`src/rtl/if_pkg.sv`:
```
// ---------------------------------------------------------------------------
// if_pkg
// Shared definitions for the queued instruction-fetch stage:
//   - default widths and queue depth
//   - the NOP encoding presented to decode when no instruction is valid
//   - the next-PC source selector used by the fetch PC register
//   - helper functions that compute branch and jump targets
// The target functions work on 64-bit values so that any ADDR_W up to 64
// can share them; callers zero-extend their operands and truncate the
// result back to ADDR_W, which also gives the modulo-2^ADDR_W wrap.
// ---------------------------------------------------------------------------
package if_pkg;

  localparam int unsigned DATA_W_DEF  = 32;
  localparam int unsigned ADDR_W_DEF  = 32;
  localparam int unsigned JADDR_W_DEF = 26;
  localparam int unsigned DEPTH_DEF   = 4;

  // All-zero word doubles as the NOP handed to decode when nothing is valid
  localparam logic [DATA_W_DEF-1:0] NOP = '0;

  // Where the fetch PC comes from on the next edge
  typedef enum logic [1:0] {
    PC_HOLD   = 2'd0,
    PC_SEQ    = 2'd1,
    PC_BRANCH = 2'd2,
    PC_JUMP   = 2'd3
  } pc_sel_e;

  // Branch target: the word after the branch plus a two's-complement offset.
  // Zero-extended operands are fine because only the low ADDR_W bits of the
  // sum are kept by the caller.
  function automatic logic [63:0] branchTarget(input logic [63:0] redirectPc,
                                               input logic [63:0] offset);
    return redirectPc + 64'd1 + offset;
  endfunction

  // Jump target: the top four bits of the word after the jump are kept, the
  // low jaddrW bits come from the jump field, and anything in between is zero.
  function automatic logic [63:0] jumpTarget(input logic [63:0] redirectPc,
                                             input logic [63:0] jumpAddress,
                                             input int unsigned addrW,
                                             input int unsigned jaddrW);
    logic [63:0] nextPc;
    logic [63:0] topMask;
    logic [63:0] fieldMask;
    nextPc    = redirectPc + 64'd1;
    topMask   = ~((64'd1 << (addrW - 4)) - 64'd1);
    fieldMask = (64'd1 << jaddrW) - 64'd1;
    return (nextPc & topMask) | (jumpAddress & fieldMask);
  endfunction

endpackage

```
`src/rtl/if_stage_queued_fetch_fifo.sv`:
```
// ---------------------------------------------------------------------------
// fetch_fifo
// Synchronous FIFO holding fetched {pc, instruction} pairs between the
// instruction memory and decode.
//   Clk_i       clock, all updates on the rising edge
//   Reset_i     asynchronous active-high reset, empties the queue
//   Clear_i     synchronous flush, wins over push and pop
//   Push_i      write PushData_i at the tail
//   PushData_i  entry to write
//   Pop_i       drop the head entry (ignored when empty)
//   HeadData_o  current head entry, valid whenever Count_o != 0
//   Count_o     number of stored entries, 0..DEPTH
// A pop in the same cycle as a push always removes the entry that was at the
// head before the push, so a push into an empty queue is not visible to the
// pop of that same cycle.
// ---------------------------------------------------------------------------
module fetch_fifo #(
  parameter int unsigned WIDTH = 64,
  parameter int unsigned DEPTH = 4
) (
  input  logic                           Clk_i,
  input  logic                           Reset_i,
  input  logic                           Clear_i,
  input  logic                           Push_i,
  input  logic [WIDTH-1:0]               PushData_i,
  input  logic                           Pop_i,
  output logic [WIDTH-1:0]               HeadData_o,
  output logic [$clog2(DEPTH+1)-1:0]     Count_o
);

  localparam int unsigned PTR_W = $clog2(DEPTH);
  localparam int unsigned CNT_W = $clog2(DEPTH+1);

  logic [WIDTH-1:0] mem_q [DEPTH];
  logic [PTR_W-1:0] rdPtr_q, rdPtr_d;
  logic [PTR_W-1:0] wrPtr_q, wrPtr_d;
  logic [CNT_W-1:0] count_q, count_d;
  logic             pushEn;
  logic             popEn;

  // Pointers wrap explicitly so DEPTH does not have to be a power of two
  function automatic logic [PTR_W-1:0] nextPtr(input logic [PTR_W-1:0] ptr);
    return (ptr == PTR_W'(DEPTH - 1)) ? '0 : ptr + PTR_W'(1);
  endfunction

  // Qualify push and pop: a clear cancels both, pop needs something stored,
  // and a push into a full queue is only taken if the head leaves this cycle
  always_comb begin
    popEn   = Pop_i & ~Clear_i & (count_q != '0);
    pushEn  = Push_i & ~Clear_i & ((count_q != CNT_W'(DEPTH)) | popEn);
    rdPtr_d = rdPtr_q;
    wrPtr_d = wrPtr_q;
    count_d = count_q;
    if (Clear_i) begin
      rdPtr_d = '0;
      wrPtr_d = '0;
      count_d = '0;
    end else begin
      if (popEn) begin
        rdPtr_d = nextPtr(rdPtr_q);
      end
      if (pushEn) begin
        wrPtr_d = nextPtr(wrPtr_q);
      end
      if (pushEn && !popEn) begin
        count_d = count_q + CNT_W'(1);
      end else if (popEn && !pushEn) begin
        count_d = count_q - CNT_W'(1);
      end
    end
  end

  // Pointer and occupancy state, emptied immediately by reset
  always_ff @(posedge Clk_i or posedge Reset_i) begin
    if (Reset_i) begin
      rdPtr_q <= '0;
      wrPtr_q <= '0;
      count_q <= '0;
    end else begin
      rdPtr_q <= rdPtr_d;
      wrPtr_q <= wrPtr_d;
      count_q <= count_d;
    end
  end

  // Entry storage needs no reset: nothing is read until it has been written
  always_ff @(posedge Clk_i) begin
    if (pushEn) begin
      mem_q[wrPtr_q] <= PushData_i;
    end
  end

  assign HeadData_o = mem_q[rdPtr_q];
  assign Count_o    = count_q;

endmodule

```
`src/rtl/if_stage_queued.sv`:
```
// ---------------------------------------------------------------------------
// if_stage_queued
// Instruction-fetch stage with a decoupling fetch queue. Word addresses are
// issued to a synchronous instruction memory with one cycle of latency; each
// returned word is queued with its PC and handed to decode one per cycle.
//   Clk_i           clock
//   Reset_i         asynchronous active-high reset
//   Stall_i         decode cannot accept; instruction outputs hold
//   Branch_i        taken-branch redirect
//   Jump_i          jump redirect, wins over Branch_i
//   RedirectPc_i    word PC of the redirecting instruction
//   BranchOffset_i  two's-complement word offset for branches
//   JumpAddress_i   word jump target field
//   ImemReq_o       fetch request this cycle
//   ImemAddr_o      word address of the request
//   ImemData_i      word for the address requested in the previous cycle
//   Inst_o          instruction to decode, NOP when not valid
//   InstPc_o        PC of Inst_o, zero when not valid
//   InstValid_o     Inst_o is a real fetched instruction
// A request is only made when the queue has room for every word already in
// flight plus the new one, so the queue can never overflow.
// ---------------------------------------------------------------------------
module if_stage_queued
  import if_pkg::*;
#(
  parameter int unsigned       DATA_W   = DATA_W_DEF,
  parameter int unsigned       ADDR_W   = ADDR_W_DEF,
  parameter int unsigned       JADDR_W  = JADDR_W_DEF,
  parameter int unsigned       DEPTH    = DEPTH_DEF,
  parameter logic [ADDR_W-1:0] RESET_PC = '0
) (
  input  logic               Clk_i,
  input  logic               Reset_i,
  input  logic               Stall_i,
  input  logic               Branch_i,
  input  logic               Jump_i,
  input  logic [ADDR_W-1:0]  RedirectPc_i,
  input  logic [ADDR_W-1:0]  BranchOffset_i,
  input  logic [JADDR_W-1:0] JumpAddress_i,
  output logic               ImemReq_o,
  output logic [ADDR_W-1:0]  ImemAddr_o,
  input  logic [DATA_W-1:0]  ImemData_i,
  output logic [DATA_W-1:0]  Inst_o,
  output logic [ADDR_W-1:0]  InstPc_o,
  output logic               InstValid_o
);

  localparam int unsigned          CNT_W   = $clog2(DEPTH+1);
  localparam int unsigned          ENTRY_W = ADDR_W + DATA_W;
  localparam logic [CNT_W:0]       DEPTH_C = (CNT_W+1)'(DEPTH);
  localparam logic [DATA_W-1:0]    NOP_W   = DATA_W'(NOP);

  logic [ADDR_W-1:0]  pc_q, pc_d;
  logic               inflight_q, inflight_d;
  logic [ADDR_W-1:0]  inflightPc_q, inflightPc_d;
  logic [DATA_W-1:0]  inst_q, inst_d;
  logic [ADDR_W-1:0]  instPc_q, instPc_d;
  logic               instValid_q, instValid_d;

  logic               redirect;
  logic [CNT_W:0]     used;
  logic               issue;
  logic               pop;
  pc_sel_e            pcSel;
  logic [ADDR_W-1:0]  branchTgt;
  logic [ADDR_W-1:0]  jumpTgt;

  logic [CNT_W-1:0]   fifoCount;
  logic [ENTRY_W-1:0] fifoHead;
  logic [ENTRY_W-1:0] fifoPushData;

  // Redirect targets, truncated back to the PC width so they wrap naturally
  always_comb begin
    branchTgt = ADDR_W'(branchTarget(64'(RedirectPc_i), 64'(BranchOffset_i)));
    jumpTgt   = ADDR_W'(jumpTarget(64'(RedirectPc_i), 64'(JumpAddress_i),
                                   ADDR_W, JADDR_W));
  end

  // Credit check and request: queued entries plus the word still coming back
  // from memory must leave a free slot. Nothing is requested in a redirect
  // cycle (the current PC is stale) or while reset is held.
  always_comb begin
    redirect = Jump_i | Branch_i;
    used     = {1'b0, fifoCount} + {{CNT_W{1'b0}}, inflight_q};
    issue    = ~Reset_i & ~redirect & (used < DEPTH_C);
    pop      = ~redirect & ~Stall_i & (fifoCount != '0);
  end

  // Pick the next fetch PC; jump beats branch, and any redirect beats the
  // sequential increment
  always_comb begin
    pcSel = PC_HOLD;
    if (Jump_i) begin
      pcSel = PC_JUMP;
    end else if (Branch_i) begin
      pcSel = PC_BRANCH;
    end else if (issue) begin
      pcSel = PC_SEQ;
    end
    pc_d = pc_q;
    unique case (pcSel)
      PC_SEQ:    pc_d = pc_q + ADDR_W'(1);
      PC_BRANCH: pc_d = branchTgt;
      PC_JUMP:   pc_d = jumpTgt;
      default:   pc_d = pc_q;
    endcase
  end

  // Track the single outstanding memory access so its returning word can be
  // tagged with the PC it was fetched from
  always_comb begin
    inflight_d   = issue;
    inflightPc_d = issue ? pc_q : inflightPc_q;
  end

  // Decode-facing registers: a redirect squashes them, a stall freezes them,
  // otherwise they take the queue head or fall back to an invalid NOP
  always_comb begin
    inst_d      = inst_q;
    instPc_d    = instPc_q;
    instValid_d = instValid_q;
    if (redirect) begin
      inst_d      = NOP_W;
      instPc_d    = '0;
      instValid_d = 1'b0;
    end else if (!Stall_i) begin
      if (fifoCount != '0) begin
        inst_d      = fifoHead[DATA_W-1:0];
        instPc_d    = fifoHead[ENTRY_W-1:DATA_W];
        instValid_d = 1'b1;
      end else begin
        inst_d      = NOP_W;
        instPc_d    = '0;
        instValid_d = 1'b0;
      end
    end
  end

  // All fetch-side state, returned to its reset values the moment reset rises
  always_ff @(posedge Clk_i or posedge Reset_i) begin
    if (Reset_i) begin
      pc_q         <= RESET_PC;
      inflight_q   <= 1'b0;
      inflightPc_q <= '0;
      inst_q       <= NOP_W;
      instPc_q     <= '0;
      instValid_q  <= 1'b0;
    end else begin
      pc_q         <= pc_d;
      inflight_q   <= inflight_d;
      inflightPc_q <= inflightPc_d;
      inst_q       <= inst_d;
      instPc_q     <= instPc_d;
      instValid_q  <= instValid_d;
    end
  end

  assign fifoPushData = {inflightPc_q, ImemData_i};

  // The redirect clear also throws away the word arriving this cycle, since
  // clear overrides the push inside the queue
  fetch_fifo #(
    .WIDTH (ENTRY_W),
    .DEPTH (DEPTH)
  ) u_fetchFifo (
    .Clk_i      (Clk_i),
    .Reset_i    (Reset_i),
    .Clear_i    (redirect),
    .Push_i     (inflight_q),
    .PushData_i (fifoPushData),
    .Pop_i      (pop),
    .HeadData_o (fifoHead),
    .Count_o    (fifoCount)
  );

  assign ImemReq_o   = issue;
  assign ImemAddr_o  = pc_q;
  assign Inst_o      = inst_q;
  assign InstPc_o    = instPc_q;
  assign InstValid_o = instValid_q;

endmodule
```
`config.mk`:
```
export PLATFORM = sky130hd
export DESIGN_NAME = if_stage_queued
export DESIGN_NICKNAME = d
export VERILOG_FILES = /design/src/rtl/if_pkg.sv /design/src/rtl/if_stage_queued_fetch_fifo.sv /design/src/rtl/if_stage_queued.sv
export SDC_FILE = /design/constraint.sdc
export NUM_CORES = 1
export LEC_CHECK = 0
export ABC_AREA = 1
export BUFFER_PORTS_ARGS = -buffer_cell sky130_fd_sc_hd__buf_2
export CAP_MARGIN = 10
export CORE_ASPECT_RATIO = 1.25
export CORE_MARGIN = 1
export CORE_UTILIZATION = 40
export CTS_BUF_LIST = sky130_fd_sc_hd__clkbuf_4 sky130_fd_sc_hd__clkbuf_8 sky130_fd_sc_hd__clkbuf_16
export CTS_CLUSTER_DIAMETER = 200
export CTS_CLUSTER_SIZE = 10
export DETAILED_ROUTE_END_ITERATION = 8
export PLACE_DENSITY = 0.55
export SLEW_MARGIN = 20
export SYNTH_ARGS = -nofsm -noshare
export SYNTH_HDL_FRONTEND = slang
export SYNTH_SLANG_ARGS = --single-unit
```
`constraint.sdc`:
```
create_clock -name Clk_i -period 5.08 [get_ports Clk_i]
set_input_delay 0.508 -clock Clk_i [delete_from_list [all_inputs] [get_ports Clk_i]]
set_output_delay 0.508 -clock Clk_i [all_outputs]
set_load 0.005 [all_outputs]
```
==> impl_metrics.xml <==
<?xml version="1.0" encoding="UTF-8"?>
<metrics>
  <group name="logic_synthesis">
    <metric name="yosysUniqueCellTypes" unit="">46</metric>
    <metric name="ys_seq_area_frac" unit="">0.587</metric>
    <metric name="top_flip_flop_cell_by_instance_count_after_synthesis" unit="">edfxtp_1</metric>
    <metric name="yosys_reg_bits" unit="">393</metric>
    <metric name="post_synth_inst_count" unit="">1931</metric>
    <metric name="async_reset_ff_frac" unit="">0.349</metric>
    <metric name="area_share_of_the_largest_cell_type_after_synthesis" unit="">0.406</metric>
    <metric name="synthesis.nets" unit="">2102</metric>
    <metric name="synth.yosys.warnings" unit="">0</metric>
    <metric name="synth_top_area_cell" unit="">edfxtp_1</metric>
    <metric name="synth.area.top_cells" unit="">edfxtp_1 41%, dfrtp_1 18%, nand2_1 7.4%, nor2_1 4.9%, o21ai_0 4.8%</metric>
    <metric name="post_synth_instance_area" unit="sq mm">0.0189</metric>
    <metric name="syn_area_per_cell" unit="sq um">9.81</metric>
    <metric name="synth_edf_count" unit="">256</metric>
  </group>
  <group name="die">
    <metric name="floorplan.initialDensity" unit="">0.408</metric>
    <metric name="die_w" unit="um">197</metric>
    <metric name="die_h" unit="um">245</metric>
    <metric name="rows" unit="">88</metric>
    <metric name="design.portCount" unit="">225</metric>
    <metric name="die_area" unit="sq mm">0.0482</metric>
    <metric name="area_of_the_core" unit="sq mm">0.0465</metric>
  </group>
  <group name="sta">
    <metric name="max_freq" unit="GHz">0.308</metric>
    <metric name="slew_violations" unit="">0</metric>
    <metric name="slew-limit-headroom" unit="">0.326</metric>
    <metric name="final_min_period_over_clock_period" unit="">0.639</metric>
    <metric name="layout_setup_ws" unit="ps">1830</metric>
    <metric name="fin_crit_period" unit="ps">3250</metric>
    <metric name="clock_skew" unit="ps">22.8</metric>
    <metric name="fin_setup_tns" unit="ps">0</metric>
    <metric name="final_hold_viol_count" unit="">0</metric>
    <metric name="worst_pin_slew" unit="ps">1010</metric>
    <metric name="grt_setup_unrepaired" unit="">no</metric>
    <metric name="setup_viol" unit="">0</metric>
  </group>
  <group name="worst_setup_path">
    <metric name="path_max_fanout" unit="">5</metric>
    <metric name="critPathBufInv" unit="">3</metric>
    <metric name="slowest_stage" unit="">ha_1</metric>
    <metric name="regToRegStartpoint" unit="">u_fetchFifo.rdPtr_q[0]</metric>
    <metric name="cp_data_required_time" unit="ps">5520</metric>
    <metric name="r2r.worst_path.cells" unit="">6</metric>
    <metric name="cp-start-kind" unit="">input port</metric>
    <metric name="regToRegSetupSlack" unit="ps">2510</metric>
    <metric name="timing.rr.end" unit="">Inst_o[14]</metric>
    <metric name="critical-path-top-cell-by-count" unit="">nand2_1</metric>
    <metric name="cpLargestDelayFamily" unit="">simple AND/OR/NAND/NOR gates</metric>
    <metric name="slowest_delay" unit="ps">410</metric>
    <metric name="crit_path_cell_trace" unit="">buf_2 -&gt; ha_1 -&gt; nand3_2 -&gt; nor2_2 -&gt; nand3_2 -&gt; nor2_1 -&gt; nand4_1 -&gt; nor2_1 -&gt; xnor2_1 -&gt; inv_1 -&gt; ha_1 -&gt; nand2_1 -&gt; nor2_1 -&gt; nand2_1 -&gt; nor2_1 -&gt; nand2_1 -&gt; nand2_1 -&gt; nand2_1 -&gt; nand3_2 -&gt; nand3_2 -&gt; nand2_1 -&gt; inv_1</metric>
    <metric name="critPathArrivalTime" unit="ps">3690</metric>
    <metric name="endpoint_kind" unit="">register</metric>
    <metric name="criticalPathCategory" unit="">in -&gt; reg</metric>
  </group>
  <group name="global_routing">
    <metric name="grt_pass1_wl" unit="um">84700</metric>
    <metric name="grt_pass1_vias" unit="">14800</metric>
    <metric name="grt_max_degree" unit="">101</metric>
    <metric name="grt_antenna_before_repair" unit="">0</metric>
    <metric name="grt_overflow_total" unit="">0</metric>
    <metric name="grt.total_usage" unit="">0.230</metric>
  </group>
  <group name="placement">
    <metric name="final_wtd_congestion" unit="">0.924</metric>
    <metric name="dpl.cell_count" unit="">2726</metric>
    <metric name="dp_hpwl" unit="um">38400</metric>
    <metric name="placed_area" unit="sq mm">0.0207</metric>
    <metric name="port_buffers" unit="">224</metric>
    <metric name="preCtsSetupSlack" unit="ps">1250</metric>
  </group>
  <group name="clock_tree">
    <metric name="clock_sinks" unit="">393</metric>
    <metric name="htree_num_levels" unit="">2</metric>
    <metric name="cts.root.buffer_cell" unit="">clkbuf_16</metric>
    <metric name="number_of_cts_inserted_buffers" unit="">45</metric>
    <metric name="clkLatencyLatePin" unit="ps">550</metric>
    <metric name="clock_tree_from_tritoncts" unit="">built</metric>
    <metric name="cts_post_setup_buffers_inserted" unit="">0</metric>
    <metric name="buffer_depth_of_the_longest_clock_path" unit="">3</metric>
    <metric name="clk_transition_reported_paths" unit="ps">60</metric>
  </group>
  <group name="layout">
    <metric name="final_core_occ" unit="">0.477</metric>
    <metric name="final_cell_area" unit="sq mm">0.0222</metric>
    <metric name="layout-drive-gt1-share" unit="">0.177</metric>
    <metric name="n_fill_cell" unit="">4507</metric>
    <metric name="instances_no_fill" unit="">2808</metric>
    <metric name="nets" unit="">2315</metric>
    <metric name="area.growth.synth_to_final" unit="%">17.1</metric>
  </group>
  <group name="detailed_routing">
    <metric name="vias" unit="">14700</metric>
    <metric name="wl_met3" unit="um">3190</metric>
    <metric name="drc" unit="">0</metric>
    <metric name="maxUsedRoutingLayer" unit="">met4</metric>
    <metric name="finalWirelength" unit="um">55300</metric>
    <metric name="routed_via_density" unit="">5.24</metric>
    <metric name="wl_met1" unit="um">22100</metric>
    <metric name="drtAntennaViolNets" unit="">0</metric>
    <metric name="initialDrtViolationCount" unit="">830</metric>
    <metric name="met2WireLength" unit="um">27700</metric>
    <metric name="detail_route.wl_per_cell" unit="um">19.7</metric>
    <metric name="drtPass1Iterations" unit="">5</metric>
  </group>
  <group name="power_and_ir_drop">
    <metric name="cellInternalPower" unit="mW">6.05</metric>
    <metric name="total_leakage_power" unit="nW">9.42</metric>
    <metric name="power.clock.fraction" unit="">0.360</metric>
    <metric name="share_comb_of_total_power" unit="">0.187</metric>
    <metric name="powerDensity" unit="mW/mm^2">386</metric>
    <metric name="switchingPower" unit="mW">2.51</metric>
    <metric name="vdd_drop_max" unit="mV">0.226</metric>
    <metric name="power_switching_share" unit="">0.294</metric>
    <metric name="pwr-share-seq" unit="">0.454</metric>
  </group>
  <group name="hold_path">
    <metric name="hold_path_depth" unit="">1</metric>
    <metric name="hp-start" unit="">ImemData_i[10]</metric>
    <metric name="hold_path_end" unit="">u_fetchFifo.mem_q[1][10]</metric>
    <metric name="hold_class" unit="">in -&gt; reg</metric>
  </group>
  <group name="status">
    <metric name="run_status" unit="">completed</metric>
  </group>
  <group name="flow_run">
    <metric name="drv.max_cap_violation_count" unit="">0</metric>
  </group>
</metrics>
-- synthesized netlist by cell type (9+ instances only) --
cell / number
a21oi_1: 67
a32o_1: 65
buf_2: 22
clkbuf_1: 57
dfrtp_1: 137
edfxtp_1: 256
ha_1: 42
inv_1: 157
inv_2: 12
nand2_1: 372
nand3_1: 76
nand4_1: 15
nor2_1: 246
nor3_1: 25
nor3_2: 9
o21ai_0: 181
o22ai_1: 66
xnor2_1: 13
xor2_1: 32
-- power by group through the flow --
stage	Clock (mW)	Sequential [mW]	Combinational, mW
2_1_floorplan	0	3.85	1.09
3_3_place_gp	0	3.94	1.60
3_5_place_dp	0	3.95	1.62
4_1_cts	3.14	3.89	1.62
5_1_grt	3.27	3.92	1.82
6_report	3.08	3.88	1.60
-- flip-flops by register name, indices dropped and copies added, names as in the netlist, 2 cells and up --
register,count
ImemAddr_o,32
InstPc_o,32
Inst_o,32
inflightPc_q,32
u_fetchFifo.Count_o,3
u_fetchFifo.mem_q,256
u_fetchFifo.rdPtr_q,2
u_fetchFifo.wrPtr_q,2
-- metal layers --
metal	vias to the layer above	global-route usage
li1	7162	-
met1	7035	0.266
met2	395	0.409
met3	111	0.0448
met4	0	0.104
met5	-	0
-- worst max-delay path by stage --
stage / cells after the start / end / slack [ps] / start
floorplan: 7 / ImemAddr_o[8] / 380 / Reset_i
global route: 22 / ImemAddr_o[31] / 1590 / RedirectPc_i[1]
global placement: 22 / ImemAddr_o[31] / 1280 / RedirectPc_i[1]
CTS: 22 / ImemAddr_o[31] / 1820 / RedirectPc_i[1]
finish: 22 / ImemAddr_o[31] / 1830 / RedirectPc_i[1]
detailed placement: 22 / ImemAddr_o[31] / 1250 / RedirectPc_i[1]
-- through the flow --
stage               power (mW)  hold slack [ps]
CTS                       8.65              157
global route              9.00              165
detailed placement        5.57              500
floorplan                 4.94              476
global placement          5.54              495
finish                    8.56              179
-- timing repair --
item                                   CTS  global route
endpoints found under the hold margin   17             0
gates resized for setup                  0             0
hold buffers                             1             0
-- area by class of cell --
class	instances	area, sq um	area share
Multi-Input combinational cell	1285	6880	0.310
Clock inverter	2	25.0	0.00113
Sequential cell	393	11100	0.501
Timing Repair Buffer	249	1320	0.0597
Inverter	170	646	0.0291
Clock buffer	78	1390	0.0627
Tap cell	630	788	0.0355
Antenna cell	1	2.50	0.000113
-- cells by family (layout without fill, tap and decap cells) --
group	Yosys count	count (layout)	synth area share
buffers and inverters	253	499	0.0516
XOR/XNOR	45	45	0.0208
other	0	1	0
AO/OA/AOI/OAI	414	414	0.135
adder cells (fa/ha/maj)	44	44	0.0299
flip-flops	393	393	0.587
AND/OR/NAND/NOR	782	782	0.176
-- placed cells by master, fill, tap and decap left out, drive strengths merged --
cell / count
nand2: 377
edfxtp: 256
nor2: 254
buf: 248
o21ai: 188
inv: 168
dfrtp: 137
nand3: 83
clkbuf: 78
a21oi: 67
o22ai: 67
a32o: 65
ha: 42
nor3: 34
xor2: 32
nand4: 15
xnor2: 13
o21bai: 7
or2: 5
nand3b: 5
nor4: 5
clkinv: 4
o211ai: 3
a41oi: 3
a31oi: 3
a22oi: 3
a21o: 3
a32oi: 2
nor3b: 2
fa: 2
diode: 1
and2: 1
o2111ai: 1
o21a: 1
nand2b: 1
a22o: 1
dlygate4sd3: 1
(Power assumes the default switching activity.)
